$ cat config.mk
export PLATFORM = sky130hd
export DESIGN_NAME = ospi_flash_ctrl_flat
export DESIGN_NICKNAME = d
export VERILOG_FILES = /design/src/rtl/ospi_flash_ctrl_if.sv /design/src/rtl/ospi_flash_ctrl.sv /design/src/flat_wrapper.sv
export SDC_FILE = /design/constraint.sdc
export NUM_CORES = 1
export LEC_CHECK = 0
export BUFFER_PORTS_ARGS = -buffer_cell sky130_fd_sc_hd__buf_2
export CELL_PAD_IN_SITES_DETAIL_PLACEMENT = 1
export CELL_PAD_IN_SITES_GLOBAL_PLACEMENT = 1
export CORE_MARGIN = 1
export CORE_UTILIZATION = 39
export CTS_BUF_LIST = sky130_fd_sc_hd__clkbuf_4 sky130_fd_sc_hd__clkbuf_8 sky130_fd_sc_hd__clkbuf_16
export DETAILED_ROUTE_END_ITERATION = 8
export MAX_ROUTING_LAYER = met4
export PLACE_DENSITY = 0.85
export SYNTH_ARGS = -nofsm -noshare
export SYNTH_HDL_FRONTEND = slang
export SYNTH_SLANG_ARGS = --single-unit
$ cat constraint.sdc
create_clock -name clk -period 5.1 [get_ports clk]
set_clock_uncertainty 0.15 [all_clocks]
set_input_delay 1.53 -clock clk [delete_from_list [all_inputs] [get_ports clk]]
set_output_delay 1.53 -clock clk [all_outputs]
set_load 0.01 [all_outputs]
$ cat src/rtl/ospi_flash_ctrl_if.sv
// Host request/response port of the OSPI flash command sequencer.
//   master : request source (drives req_*, observes ready/response/busy)
//   slave  : the sequencer (observes req_*, drives ready/response/busy)
interface ospi_flash_ctrl_if #(
    parameter int unsigned ADDR_W = 24,
    parameter int unsigned DATA_W = 8,
    parameter int unsigned CNT_W  = 8
);
    logic              req_valid;
    logic              req_ready;
    logic [1:0]        req_op;
    logic [ADDR_W-1:0] req_addr;
    logic [DATA_W-1:0] req_wdata;
    logic [CNT_W-1:0]  req_count;
    logic              rsp_valid;
    logic [DATA_W-1:0] rsp_rdata;
    logic              rsp_err;
    logic              busy;

    modport master (
        output req_valid, req_op, req_addr, req_wdata, req_count,
        input  req_ready, rsp_valid, rsp_rdata, rsp_err, busy
    );

    modport slave (
        input  req_valid, req_op, req_addr, req_wdata, req_count,
        output req_ready, rsp_valid, rsp_rdata, rsp_err, busy
    );
endinterface

$ cat src/rtl/ospi_flash_ctrl.sv
// Host-side command sequencer for the OSPI flash model: accepts read/write/erase
// requests, drives the flash strobe interface and returns one response per request.
// Ports:
//   clk, reset          single clock, synchronous active-high reset
//   bus (slave)         request/response handshake (see ospi_flash_ctrl_if)
//   hold_req            host hold request; gates flash enables via a guard counter
//   flash_*             strobe interface to the flash (cs active-low, registered)
//   flash_data_out      registered read data from the flash
//   flash_hold_n        combinational ~hold_req
// Configuration: define OSPI_CTRL_VERIFY_EN to read back and compare every write.
module ospi_flash_ctrl #(
    parameter int unsigned ADDR_W     = 24,
    parameter int unsigned DATA_W     = 8,
    parameter int unsigned CNT_W      = 8,
    parameter int unsigned HOLD_GUARD = 1
) (
    input  logic              clk,
    input  logic              reset,
    ospi_flash_ctrl_if.slave  bus,
    input  logic              hold_req,
    output logic              flash_cs,
    output logic              flash_write_enable,
    output logic              flash_read_enable,
    output logic              flash_erase_enable,
    output logic [ADDR_W-1:0] flash_address,
    output logic [DATA_W-1:0] flash_data_in,
    input  logic [DATA_W-1:0] flash_data_out,
    output logic              flash_hold_n
);
    localparam int unsigned GUARD_W = $clog2(HOLD_GUARD + 1);
    localparam logic [GUARD_W-1:0] GUARD_MAX = GUARD_W'(HOLD_GUARD);
    localparam logic [1:0] OP_READ    = 2'b00;
    localparam logic [1:0] OP_WRITE   = 2'b01;
    localparam logic [1:0] OP_ERASE   = 2'b10;
    localparam logic [1:0] OP_ILLEGAL = 2'b11;

    typedef enum logic [2:0] {
        ST_IDLE,
        ST_SETUP,
        ST_ACCESS,
        ST_CAPTURE,
        ST_RELEASE
`ifdef OSPI_CTRL_VERIFY_EN
        ,
        ST_VFY_ACCESS,
        ST_VFY_CAPTURE
`endif
    } state_e;

    state_e              state_q, state_d;
    logic [1:0]          op_q, op_d;
    logic [ADDR_W-1:0]   addr_q, addr_d;
    logic [DATA_W-1:0]   wdata_q, wdata_d;
    logic [CNT_W-1:0]    count_q, count_d;
    logic [GUARD_W-1:0]  guard_q, guard_d;
    logic                hold_ok, hold_ok_d;
    logic                cs_q, cs_d;
    logic                we_q, we_d, re_q, re_d, ee_q, ee_d;
    logic                rsp_valid_q, rsp_valid_d;
    logic                rsp_err_q, rsp_err_d;
    logic [DATA_W-1:0]   rsp_rdata_q, rsp_rdata_d;
    logic                req_ready_q, req_ready_d;
    logic                busy_q, busy_d;

    // Consecutive hold-free cycles, saturating at HOLD_GUARD.
    always_comb begin
        guard_d = guard_q;
        if (hold_req) begin
            guard_d = '0;
        end else if (guard_q != GUARD_MAX) begin
            guard_d = guard_q + GUARD_W'(1);
        end
    end

    assign hold_ok   = (guard_q == GUARD_MAX);
    assign hold_ok_d = (guard_d == GUARD_MAX);

    // State register.
    always_ff @(posedge clk) begin
        if (reset) begin
            state_q <= ST_IDLE;
        end else begin
            state_q <= state_d;
        end
    end

    // Next-state and request/erase bookkeeping.
    always_comb begin
        state_d = state_q;
        op_d    = op_q;
        addr_d  = addr_q;
        wdata_d = wdata_q;
        count_d = count_q;
        case (state_q)
            ST_IDLE: begin
                if (bus.req_valid && req_ready_q) begin
                    op_d    = bus.req_op;
                    addr_d  = bus.req_addr;
                    wdata_d = bus.req_wdata;
                    count_d = bus.req_count;
                    state_d = (bus.req_op == OP_ILLEGAL) ? ST_RELEASE : ST_SETUP;
                end
            end
            ST_SETUP: state_d = ST_ACCESS;
            ST_ACCESS: begin
                // A stalled cycle issues no enable, so nothing advances.
                if (hold_ok) begin
                    case (op_q)
                        OP_READ:  state_d = ST_CAPTURE;
`ifdef OSPI_CTRL_VERIFY_EN
                        OP_WRITE: state_d = ST_VFY_ACCESS;
`else
                        OP_WRITE: state_d = ST_RELEASE;
`endif
                        OP_ERASE: begin
                            addr_d  = addr_q + ADDR_W'(1);
                            count_d = count_q - CNT_W'(1);
                            if (count_q == '0) begin
                                state_d = ST_RELEASE;
                            end
                        end
                        default:  state_d = ST_RELEASE;
                    endcase
                end
            end
            ST_CAPTURE: state_d = ST_RELEASE;
`ifdef OSPI_CTRL_VERIFY_EN
            ST_VFY_ACCESS: begin
                if (hold_ok) begin
                    state_d = ST_VFY_CAPTURE;
                end
            end
            ST_VFY_CAPTURE: state_d = ST_RELEASE;
`endif
            ST_RELEASE: state_d = ST_IDLE;
            default:    state_d = ST_IDLE;
        endcase
    end

    // Outputs are registered: decode the state being entered.
    always_comb begin
        cs_d        = 1'b1;
        we_d        = 1'b0;
        re_d        = 1'b0;
        ee_d        = 1'b0;
        rsp_valid_d = 1'b0;
        rsp_err_d   = 1'b0;
        rsp_rdata_d = rsp_rdata_q;
        req_ready_d = (state_d == ST_IDLE);
        busy_d      = (state_d != ST_IDLE);
        case (state_d)
            ST_SETUP, ST_CAPTURE: cs_d = 1'b0;
            ST_ACCESS: begin
                cs_d = 1'b0;
                if (hold_ok_d) begin
                    case (op_d)
                        OP_READ:  re_d = 1'b1;
                        OP_WRITE: we_d = 1'b1;
                        OP_ERASE: ee_d = 1'b1;
                        default:  ;
                    endcase
                end
            end
`ifdef OSPI_CTRL_VERIFY_EN
            ST_VFY_ACCESS: begin
                cs_d = 1'b0;
                re_d = hold_ok_d;
            end
            ST_VFY_CAPTURE: cs_d = 1'b0;
`endif
            ST_RELEASE: rsp_valid_d = 1'b1;
            default:    ;
        endcase
        // Only an illegal op jumps straight from IDLE to RELEASE.
        if (state_q == ST_IDLE && state_d == ST_RELEASE) begin
            rsp_err_d = 1'b1;
        end
        if (state_q == ST_CAPTURE) begin
            rsp_rdata_d = flash_data_out;
        end
`ifdef OSPI_CTRL_VERIFY_EN
        if (state_q == ST_VFY_CAPTURE) begin
            rsp_rdata_d = flash_data_out;
            rsp_err_d   = (flash_data_out != wdata_q);
        end
`endif
    end

    // Datapath and output registers.
    always_ff @(posedge clk) begin
        if (reset) begin
            op_q        <= OP_READ;
            addr_q      <= '0;
            wdata_q     <= '0;
            count_q     <= '0;
            guard_q     <= '0;
            cs_q        <= 1'b1;
            we_q        <= 1'b0;
            re_q        <= 1'b0;
            ee_q        <= 1'b0;
            rsp_valid_q <= 1'b0;
            rsp_err_q   <= 1'b0;
            rsp_rdata_q <= '0;
            req_ready_q <= 1'b1;
            busy_q      <= 1'b0;
        end else begin
            op_q        <= op_d;
            addr_q      <= addr_d;
            wdata_q     <= wdata_d;
            count_q     <= count_d;
            guard_q     <= guard_d;
            cs_q        <= cs_d;
            we_q        <= we_d;
            re_q        <= re_d;
            ee_q        <= ee_d;
            rsp_valid_q <= rsp_valid_d;
            rsp_err_q   <= rsp_err_d;
            rsp_rdata_q <= rsp_rdata_d;
            req_ready_q <= req_ready_d;
            busy_q      <= busy_d;
        end
    end

    assign flash_cs           = cs_q;
    assign flash_write_enable = we_q;
    assign flash_read_enable  = re_q;
    assign flash_erase_enable = ee_q;
    assign flash_address      = addr_q;
    assign flash_data_in      = wdata_q;
    assign flash_hold_n       = ~hold_req;

    assign bus.req_ready = req_ready_q;
    assign bus.rsp_valid = rsp_valid_q;
    assign bus.rsp_rdata = rsp_rdata_q;
    assign bus.rsp_err   = rsp_err_q;
    assign bus.busy      = busy_q;
endmodule

$ cat src/flat_wrapper.sv
// flat-port wrapper written by rule: the top's interface ports become plain ports
module ospi_flash_ctrl_flat 
#(
    parameter int unsigned ADDR_W     = 24,
    parameter int unsigned DATA_W     = 8,
    parameter int unsigned CNT_W      = 8,
    parameter int unsigned HOLD_GUARD = 1
)
  (clk, reset, hold_req, flash_cs, flash_write_enable, flash_read_enable, flash_erase_enable, flash_address, flash_data_in, flash_data_out, flash_hold_n, bus_req_valid, bus_req_op, bus_req_addr, bus_req_wdata, bus_req_count, bus_req_ready, bus_rsp_valid, bus_rsp_rdata, bus_rsp_err, bus_busy);
  ospi_flash_ctrl_if #(.ADDR_W(ADDR_W), .DATA_W(DATA_W), .CNT_W(CNT_W)) bus_i ();
  input  logic clk;
  input  logic reset;
  input  logic hold_req;
  output logic flash_cs;
  output logic flash_write_enable;
  output logic flash_read_enable;
  output logic flash_erase_enable;
  output logic [ADDR_W-1:0] flash_address;
  output logic [DATA_W-1:0] flash_data_in;
  input  logic [DATA_W-1:0] flash_data_out;
  output logic flash_hold_n;
  input wire logic [$bits(bus_i.req_valid)-1:0] bus_req_valid;
  input wire logic [$bits(bus_i.req_op)-1:0] bus_req_op;
  input wire logic [$bits(bus_i.req_addr)-1:0] bus_req_addr;
  input wire logic [$bits(bus_i.req_wdata)-1:0] bus_req_wdata;
  input wire logic [$bits(bus_i.req_count)-1:0] bus_req_count;
  output wire logic [$bits(bus_i.req_ready)-1:0] bus_req_ready;
  output wire logic [$bits(bus_i.rsp_valid)-1:0] bus_rsp_valid;
  output wire logic [$bits(bus_i.rsp_rdata)-1:0] bus_rsp_rdata;
  output wire logic [$bits(bus_i.rsp_err)-1:0] bus_rsp_err;
  output wire logic [$bits(bus_i.busy)-1:0] bus_busy;
  assign bus_i.req_valid = bus_req_valid;
  assign bus_i.req_op = bus_req_op;
  assign bus_i.req_addr = bus_req_addr;
  assign bus_i.req_wdata = bus_req_wdata;
  assign bus_i.req_count = bus_req_count;
  assign bus_req_ready = bus_i.req_ready;
  assign bus_rsp_valid = bus_i.rsp_valid;
  assign bus_rsp_rdata = bus_i.rsp_rdata;
  assign bus_rsp_err = bus_i.rsp_err;
  assign bus_busy = bus_i.busy;
  ospi_flash_ctrl #(.ADDR_W(ADDR_W), .DATA_W(DATA_W), .CNT_W(CNT_W), .HOLD_GUARD(HOLD_GUARD)) u_core (.clk(clk), .reset(reset), .bus(bus_i), .hold_req(hold_req), .flash_cs(flash_cs), .flash_write_enable(flash_write_enable), .flash_read_enable(flash_read_enable), .flash_erase_enable(flash_erase_enable), .flash_address(flash_address), .flash_data_in(flash_data_in), .flash_data_out(flash_data_out), .flash_hold_n(flash_hold_n));
endmodule
==> metrics.cfg, run 1 <==
[status]
outcome=finished, final reports clean

[logic_synthesis]
ys_seq_area_share_pct=38.5
async_reset_ff_share_pct=0
synth-seq-cells=62
synth_edf_count=0
synth_top_area_cell=dfxtp_1
syn_avg_cell_area_um2=8.03
synth_area_leaders=dfxtp_1, nand2_1, a21oi_1, nand3_1, clkbuf_1
syn-num-nets=458
synth_area_um2=3230
yosysUniqueCellTypes=60
synth_warnings=0
synthCells=402
synth_ff_type=dfxtp_1
synth_top_area_share_pct=38.5

[global_route]
grt_max_degree=44
grt_pass1_wl_um=17900
overflow=0
antenna_found_initial=0
grt_usage_pct=27.0
grt_pass1_vias=3737

[sta]
hold_violations=0
rsz0062_at_grt=no
period_needed_ps=3490
slew_headroom_pct=34.6
tightest_slew_ps=978
max_freq_mhz=287
timing.final.crit_share_pct=68.4
finalSetupViolCount=0
final.setup.tns_ps=0
hold_ws_ps=306
worst_slack_ps=1610
finalMaxSlewViolations=0

[routing]
vias_per_cell=5.96
met3_length_um=409
routedWlPerCell_um=18.1
drcViolationCount=0
drtIter0Drc=140
drtAntennaViolNets=0
maxUsedRoutingLayer=met4
wl_met2_um=5530
drt_wl_total_um=10800
vias=3550
dr.pass1.iters=4
wl_met1_um=4600

[critical_path]
path_buf_inv=3
r2r_end=u_core.flash_address[17]
critPathMaxStageDelay_ps=120
critPathKind=primary input to primary output
reg2reg_depth=5
endpoint_kind=primary output
start_kind=primary input
worst-path-stages=3
crit-reg2reg-launch=u_core.state_q[1]
cpMostUsedCell=buf_2
worstPathCellList=buf_2 -> inv_1 -> buf_2
worstPathMaxFanout=3
critPathLaunch=hold_req
cpLargestDelayFamily=buffers and inverters
required_ps=3420
slowest_stage=buf_2
cp.arrival_ps=1810
r2r_slack_ps=2140
crit_end=flash_hold_n

[final_layout]
syn_to_final_growth_pct=24.5
finish.utilization_pct=51.2
antenna_cells=0
drive_gt1_share_pct=27.1
most-common-layout-cells=buf_2, dfxtp_1, nand2_1
nets=545
final_common_cell=buf_2
nFillCells=1009

[power_and_ir_drop]
leakagePower_nw=1.70
switching_share_pct=35.9
peakVddDrop_v=0.000209
finalPower_mw=1.54
seqPwrFrac_pct=40.9
powerDensity_nw_per_um2=383
switching_power_mw=0.552
pwr-share-comb_pct=26.1
power_frac_clock_pct=33.1
internal_power_mw=0.986

[clock_network]
htree_levels=3
post_cts_buffers=0
cts_root_buf=clkbuf_8
cts_tree=built
cts_hold_buf=0
clock_sinks=62
cts_resized=0
cts_buffer_depth=2
path_clk_slew_ps=80
cts_made_buffers=9
clock_latency_ps=350

[die]
dieWidth_um=93.0
die_area_um2=8640
rows=32
chipHeight_um=93.0
pin_count=103
core_area_um2=7850
initial_core_util_pct=41.1

[placement]
io_buffers=102
gp_congestion=0.834
hpwl_um=7660
preCtsSetupSlack_ps=1540

[hold_path]
hp-class=flop to flop

[job]
maxCapViolCount=0

-- kinds of logic (layout without fill, tap and decap cells) --
logic type	count (synthesis)	after routing	share of synthesized area, %
AO/OA/AOI/OAI	113	113	23.7
multiplexers	10	10	3.14
flip-flops	62	62	38.5
buffers and inverters	43	135	5.23
AND/OR/NAND/NOR	172	172	28.7
adder cells (fa/ha/maj)	2	2	0.775
-- synthesized netlist by cell type (10+ instances only) --
library cell,instances
nor2_1,25
nand3_1,22
and3_1,10
inv_1,10
dfxtp_1,62
a211oi_1,11
nand2_1,47
clkbuf_1,25
nor4_1,11
a21oi_1,25
o21ai_0,18
-- sequential cells by signal (all words and copies together) (netlist names) --
register and count:
u_core.bus.busy 1, u_core.bus.req_ready 1, u_core.bus.rsp_err 1, u_core.bus.rsp_rdata 8
u_core.bus.rsp_valid 1, u_core.count_q 8, u_core.flash_address 24, u_core.flash_cs 1
u_core.flash_data_in 8, u_core.flash_erase_enable 1, u_core.flash_read_enable 1, u_core.flash_write_enable 1
u_core.guard_q 1, u_core.op_q 2, u_core.state_q 3
-- worst min-delay path by stage --
stage | start | end | slack (ps) | cells after the start
2_1_floorplan | u_core.count_q[6] | u_core.count_q[6] | 300 | 2
3_3_place_gp | u_core.flash_data_in[6] | u_core.flash_data_in[6] | 290 | 2
3_5_place_dp | u_core.flash_data_in[7] | u_core.flash_data_in[7] | 300 | 2
4_1_cts | u_core.flash_data_in[7] | u_core.flash_data_in[7] | 310 | 2
5_1_grt | u_core.flash_data_in[1] | u_core.flash_data_in[1] | 340 | 2
6_report | u_core.flash_data_in[7] | u_core.flash_data_in[7] | 310 | 2
-- worst reg2reg max path, cell delays in order, from the launching register on --
cell and delay [ps]:
dfxtp_1 430, or3b_1 670, buf_4 350, o22ai_1 740
nor2_1 70, a2111oi_0 430
-- power by group through the flow --
stage          clock (mW)  combinational [mW]  sequential (mW)
3_3_place_gp            0               0.384            0.632
6_report            0.508               0.401            0.628
4_1_cts             0.511               0.402            0.626
5_1_grt             0.535               0.446            0.639
2_1_floorplan           0               0.243            0.631
3_5_place_dp            0               0.399            0.636
-- through the flow --
step,instances,cell area [um2]
after CTS,596,4020
after global routing,596,4020
final,596,4020
after global placement,580,3790
after floorplan,402,3230
after detailed placement,580,3790
-- area by class of cell --
cell class	instances	area, um2	area share [%]
timing repair buffer	109	563	14.0
clock buffer	9	124	3.08
sequential	62	1240	30.9
inverter	10	37.5	0.934
multi-input combinational	297	1820	45.3
clock inverter	7	104	2.58
tap	102	128	3.18
-- layer usage --
metal  GRT usage [%]  vias up
met2            46.3      112
met5               -        -
met3            4.19       27
met1            30.7     1721
met4            12.4        0
li1                -     1690
No activity file was read; power rests on OpenSTA's default activity.
==> run 2, diff against run 1 <==
--- a/config.mk
+++ b/config.mk
@@ -9,11 +9,11 @@
 export CELL_PAD_IN_SITES_DETAIL_PLACEMENT = 1
 export CELL_PAD_IN_SITES_GLOBAL_PLACEMENT = 1
 export CORE_MARGIN = 1
-export CORE_UTILIZATION = 39
+export CORE_UTILIZATION = 33
 export CTS_BUF_LIST = sky130_fd_sc_hd__clkbuf_4 sky130_fd_sc_hd__clkbuf_8 sky130_fd_sc_hd__clkbuf_16
 export DETAILED_ROUTE_END_ITERATION = 8
 export MAX_ROUTING_LAYER = met4
-export PLACE_DENSITY = 0.85
+export PLACE_DENSITY = 0.77
 export SYNTH_ARGS = -nofsm -noshare
 export SYNTH_HDL_FRONTEND = slang
 export SYNTH_SLANG_ARGS = --single-unit
==> constraint.sdc (replaced) <==
create_clock -name clk -period 2.86 [get_ports clk]
set_clock_uncertainty 0.15 [all_clocks]
set_input_delay 0.858 -clock clk [delete_from_list [all_inputs] [get_ports clk]]
set_output_delay 0.858 -clock clk [all_outputs]
set_load 0.01 [all_outputs]
==> run 2 against run 1 <==
Net effect:
- total power is 76% higher
- non-clock buffer count grew 11
- via count grew 2.3%
- register-to-register slack lost 1600 ps
- cell count increased by 6.4%
- critical path depth up 2
- utilization fell by 7.3 points
- cell area increased by 2.4%
- critical endpoint is now u_core.flash_address[15]
- largest cell class unchanged
- largest power group unchanged
==> metrics.cfg, run 2 (synthesized netlist as in run 1, its figures left out) <==
[sta]
final.setup.tns_ps=0  ; unchanged
hold_violations=0  ; unchanged
finalSetupViolCount=0  ; unchanged
tightest_slew_ps=778  ; -199 ps
rsz0062_at_grt=no
timing.final.crit_share_pct=80.1
max_freq_mhz=436
finalMaxSlewViolations=0  ; unchanged
period_needed_ps=2290
slew_headroom_pct=47.6  ; +13 points

[critical_path]
slowest_stage=or4_1
start_kind=flop
cp.arrival_ps=2420  ; +610 ps
worstPathCellList=nor3b_2 -> buf_4 -> nand2_1 -> or4_1 -> a31oi_1
cpLargestDelayFamily=simple AND/OR/NAND/NOR gates
path_buf_inv=1  ; -2
critPathMaxStageDelay_ps=600  ; +480 ps
required_ps=2990  ; -430 ps
endpoint_kind=flop
critPathKind=flop to flop
worstPathMaxFanout=16  ; +13

[global_route]
grt_pass1_vias=3724  ; -0.35%
grt_pass1_wl_um=18200  ; +1.7%
grt_usage_pct=23.5  ; -3.5 points
antenna_found_initial=0  ; unchanged
overflow=0  ; unchanged
grt_max_degree=28  ; -36%

[routing]
routedWlPerCell_um=17.7  ; -2.4%
vias_per_cell=5.73  ; -3.8%
drt_wl_total_um=11200  ; +3.8%
drtIter0Drc=190  ; +36%
vias=3633  ; +2.3%
dr.pass1.iters=4  ; unchanged
drcViolationCount=0  ; unchanged
drtAntennaViolNets=0  ; unchanged

[die]
initial_core_util_pct=34.4  ; -6.7 points
chipHeight_um=101  ; +8.5%
rows=35  ; +9.4%
die_area_um2=10200  ; +18%
core_area_um2=9370  ; +19%
dieWidth_um=101  ; +8.5%
pin_count=103  ; unchanged

[hold_path]
hp-class=flop to flop

[power_and_ir_drop]
powerDensity_nw_per_um2=658  ; +72%
internal_power_mw=1.72  ; +74%
peakVddDrop_v=0.000314  ; +50%
switching_share_pct=36.6  ; +0.71 points
power_frac_clock_pct=30.6  ; -2.5 points
seqPwrFrac_pct=41.3  ; +0.4 points
switching_power_mw=0.992  ; +80%
pwr-share-comb_pct=28.1  ; +2.0 points
leakagePower_nw=1.74  ; +2.0%

[final_layout]
most-common-layout-cells=buf_2, dfxtp_1, nand2_1
nets=556  ; +2.0%
final_common_cell=buf_2
final_cell_area_um2=4120  ; +2.4%
largest_register_ffs=24  ; unchanged
drive_gt1_share_pct=28.7  ; +1.6 points
syn_to_final_growth_pct=27.5
antenna_cells=0  ; unchanged
nFillCells=1207  ; +20%

[clock_network]
cts_root_buf=clkbuf_8
cts_resized=0  ; unchanged
clock_sinks=62  ; unchanged
path_clk_slew_ps=80  ; about the same
htree_levels=3  ; unchanged
post_cts_buffers=0  ; unchanged
cts_tree=built
cts_hold_buf=0  ; unchanged
cts_made_buffers=9  ; unchanged
clock_latency_ps=350  ; about the same
cts_buffer_depth=2  ; unchanged

[placement]
placed_area_um2=3910  ; +3.1%
hpwl_um=8090  ; +5.7%
io_buffers=102  ; unchanged
gp_congestion=0.841  ; +0.89%

[job]
maxCapViolCount=0  ; unchanged

[status]
outcome=finished, final reports clean

run 2: cell types whose count changed in the layout (fill, tap and decap cells not counted):
cell,before,now
buf_4,7,18
bufinv_16,2,1
clkbuf_8,9,10
clkinv_4,2,1
clkinvlp_4,0,3
inv_6,3,1
run 2: layer usage:
metal / wire (um) / GRT usage, %
met1: 4990 / 28.6
met3: 572 / 4.23
met5: 0 / -
met2: 5440 / 38.7
met4: 199 / 8.92
run 2: tightest hold or removal path: stages, from the launching register on:
cell     delay [ps]
dfxtp_1         310
nand2_1          50
a21oi_1          50
run 2: cell type report:
cell class	instances	area (um2)	share of cell area, %
Clock buffer	10	138	3.34
Clock inverter	6	70.1	1.70
Inverter	10	37.5	0.912
Multi-Input combinational cell	297	1820	44.3
Sequential cell	62	1240	30.2
Tap cell	129	161	3.92
Timing Repair Buffer	120	646	15.7
run 2: path summary, 6_finish.rpt:
check | endpoint | cells past startpoint | slack, ps | start
worst max-delay path | u_core.flash_address[15] | 5 | 570 | u_core.state_q[1]
worst min-delay path | u_core.flash_data_in[5] | 2 | 300 | u_core.flash_data_in[5]
worst max register to register | u_core.flash_address[15] | 5 | 570 | u_core.state_q[1]
worst min register to register | u_core.flash_data_in[5] | 2 | 300 | u_core.flash_data_in[5]
run 2: per-stage QoR:
stage	util, %	power (mW)	hold WS (ps)	setup WS, ps	instances
after floorplan	-	1.56	299	747	402
after global placement	41.7	1.86	290	511	618
after detailed placement	41.7	1.89	297	488	618
after CTS	43.9	2.72	308	578	634
after global routing	43.9	2.86	333	377	634
final	43.9	2.71	305	569	634
run 2: power groups by stage:
stage / registers (mW) / logic [mW] / clock network, mW
floorplan: 1.13 / 0.433 / 0
global placement: 1.13 / 0.735 / 0
detailed placement: 1.13 / 0.760 / 0
CTS: 1.12 / 0.765 / 0.838
global route: 1.14 / 0.846 / 0.874
finish: 1.12 / 0.761 / 0.828
==> run 3, diff against run 2 <==
--- a/config.mk
+++ b/config.mk
@@ -9,11 +9,11 @@
 export CELL_PAD_IN_SITES_DETAIL_PLACEMENT = 1
 export CELL_PAD_IN_SITES_GLOBAL_PLACEMENT = 1
 export CORE_MARGIN = 1
-export CORE_UTILIZATION = 33
+export CORE_UTILIZATION = 37
 export CTS_BUF_LIST = sky130_fd_sc_hd__clkbuf_4 sky130_fd_sc_hd__clkbuf_8 sky130_fd_sc_hd__clkbuf_16
 export DETAILED_ROUTE_END_ITERATION = 8
 export MAX_ROUTING_LAYER = met4
-export PLACE_DENSITY = 0.77
+export PLACE_DENSITY = 0.82
 export SYNTH_ARGS = -nofsm -noshare
 export SYNTH_HDL_FRONTEND = slang
 export SYNTH_SLANG_ARGS = --single-unit
==> constraint.sdc (replaced) <==
create_clock -name clk -period 2.35 [get_ports clk]
set_clock_uncertainty 0.15 [all_clocks]
set_input_delay 0.705 -clock clk [delete_from_list [all_inputs] [get_ports clk]]
set_output_delay 0.705 -clock clk [all_outputs]
set_load 0.01 [all_outputs]
==> run 3 against run 2 <==
Net effect:
- utilization increased by 6.2 points
- total power increased by 26%
- flip-flop and latch count unchanged
- cell area increased by 1.6%
- routed wire length increased by 0.70%
- die area decreased by 11%
- critical path type unchanged
==> metrics.cfg, run 3 (synthesized netlist as in run 1, its figures left out) <==
[power_and_ir_drop]
finalPower_mw=3.41  ; +26%
leakagePower_nw=1.80  ; +3.7%
peakVddDrop_v=0.000341  ; +8.4%
powerDensity_nw_per_um2=816  ; +24%

[critical_path]
cp.arrival_ps=2320  ; -100 ps
endpoint_kind=flop
worstPathMaxFanout=7  ; -9
cpLargestDelayFamily=simple AND/OR/NAND/NOR gates
slowest_stage=nor3b_1
start_kind=flop
required_ps=2440  ; -550 ps
path_buf_inv=1  ; unchanged
critPathMaxStageDelay_ps=570  ; -30 ps
critPathKind=flop to flop
worstPathCellList=inv_1 -> ha_1 -> nor3b_1 -> and4_1 -> o32ai_2 -> or3_1

[die]
rows=33  ; -5.7%
dieWidth_um=95.4  ; -5.5%
core_area_um2=8340  ; -11%
die_area_um2=9100  ; -11%
pin_count=103  ; unchanged
chipHeight_um=95.4  ; -5.5%
initial_core_util_pct=38.7  ; +4.3 points

[sta]
finalMaxSlewViolations=0  ; unchanged
timing.final.crit_share_pct=94.9  ; +15 points
worst_slack_ps=121  ; -448 ps
finalSetupViolCount=0  ; unchanged
final.setup.tns_ps=0  ; unchanged
max_freq_mhz=449  ; +2.8%
hold_violations=0  ; unchanged
hold_ws_ps=307  ; +2.08 ps
slew_headroom_pct=55.0  ; +7.4 points
tightest_slew_ps=673  ; -105 ps
rsz0062_at_grt=no
period_needed_ps=2230  ; -61.7 ps

[clock_network]
path_clk_slew_ps=80  ; about the same
htree_levels=3  ; unchanged
post_cts_buffers=0  ; unchanged
cts_buffer_depth=2  ; unchanged
cts_tree=built
cts_made_buffers=9  ; unchanged
clock_latency_ps=350  ; about the same
clock_sinks=62  ; unchanged
cts_root_buf=clkbuf_8

[status]
outcome=finished, final reports clean

[routing]
drcViolationCount=0  ; unchanged
vias_per_cell=5.92  ; +3.4%
vias=3666  ; +0.91%
drtAntennaViolNets=0  ; unchanged
drtIter0Drc=105  ; -45%
dr.pass1.iters=4  ; unchanged
drt_wl_total_um=11300  ; +0.70%
routedWlPerCell_um=18.2  ; +3.1%

[placement]
placed_area_um2=3960  ; +1.3%
gp_congestion=0.835  ; -0.71%
io_buffers=102  ; unchanged
hpwl_um=8170  ; +0.97%
placedCellCount=603  ; -2.4%
preCtsSetupSlack_ps=135  ; -353 ps

[global_route]
overflow=0  ; unchanged
grt_pass1_vias=3739  ; +0.40%
grt_usage_pct=26.6  ; +3.1 points
grt_pass1_wl_um=18000  ; -1.1%
antenna_found_initial=0  ; unchanged
grt_max_degree=33  ; +18%

[final_layout]
largest_register_ffs=24  ; unchanged
finish.utilization_pct=50.1  ; +6.2 points
drive_gt1_share_pct=30.2  ; +1.4 points
layout.cells.non_filler=619  ; -2.4%
final_common_cell=buf_2
syn_to_final_growth_pct=29.6
nets=565  ; +1.6%
final_cell_area_um2=4180  ; +1.6%
antenna_cells=0  ; unchanged
most-common-layout-cells=buf_2, dfxtp_1, nand2_1

[hold_path]
hp-class=flop to flop

[job]
maxCapViolCount=0  ; unchanged

==> run 3: cell count changes in the layout (fill, tap and decap cells not counted), sizes merged <==
cell and change:
clkinvlp -2, inv -1, bufinv +1, clkinv +3, buf +9, clkbuf -1
==> run 3: worst reg2reg max path, stage by stage, from the launching register on <==
cell	delay, ps
dfxtp_1	330
inv_1	100
ha_1	180
nor3b_1	570
and4_1	300
o32ai_2	120
or3_1	370
==> run 3: cell type report <==
| type | count | area (um2) |
|---|---|---|
| timing repair buffer | 129 | 726 |
| sequential | 62 | 1240 |
| fill | 1058 | 4160 |
| tap | 105 | 131 |
| clock inverter | 7 | 98.8 |
| inverter | 10 | 37.5 |
| multi-input combinational | 297 | 1820 |
| clock buffer | 9 | 124 |
==> run 3: report_power, final <==
| part | internal, mW | total, mW | switching, mW | leakage, nW |
|---|---|---|---|---|
| registers | 1.19 | 1.34 | 0.154 | 0.508 |
| clock network | 0.600 | 1.08 | 0.485 | 0.109 |
| logic | 0.408 | 0.982 | 0.574 | 1.18 |
==> run 3: repair_timing <==
action,in CTS,in global routing
setup endpoints to repair,0,1
hold buffers,0,0
hold endpoints to repair,0,0
resized for setup,0,1
==> run 3: path summary, 6_finish.rpt <==
check                                              from                       to  slack, ps  cells past startpoint
worst max-delay path                  u_core.count_q[0]          u_core.bus.busy        120                      6
worst min-delay path            u_core.flash_data_in[4]  u_core.flash_data_in[4]        310                      2
worst max register to register        u_core.count_q[0]          u_core.bus.busy        120                      6
worst min register to register  u_core.flash_data_in[4]  u_core.flash_data_in[4]        310                      2
==> run 3: routing by layer <==
metal	vias to the layer above	global-route usage [%]	wire length [um]
li1	1736	-	-
met1	1777	29.7	4600
met2	132	47.1	5750
met3	21	4.63	726
met4	0	10.2	214
met5	-	-	0
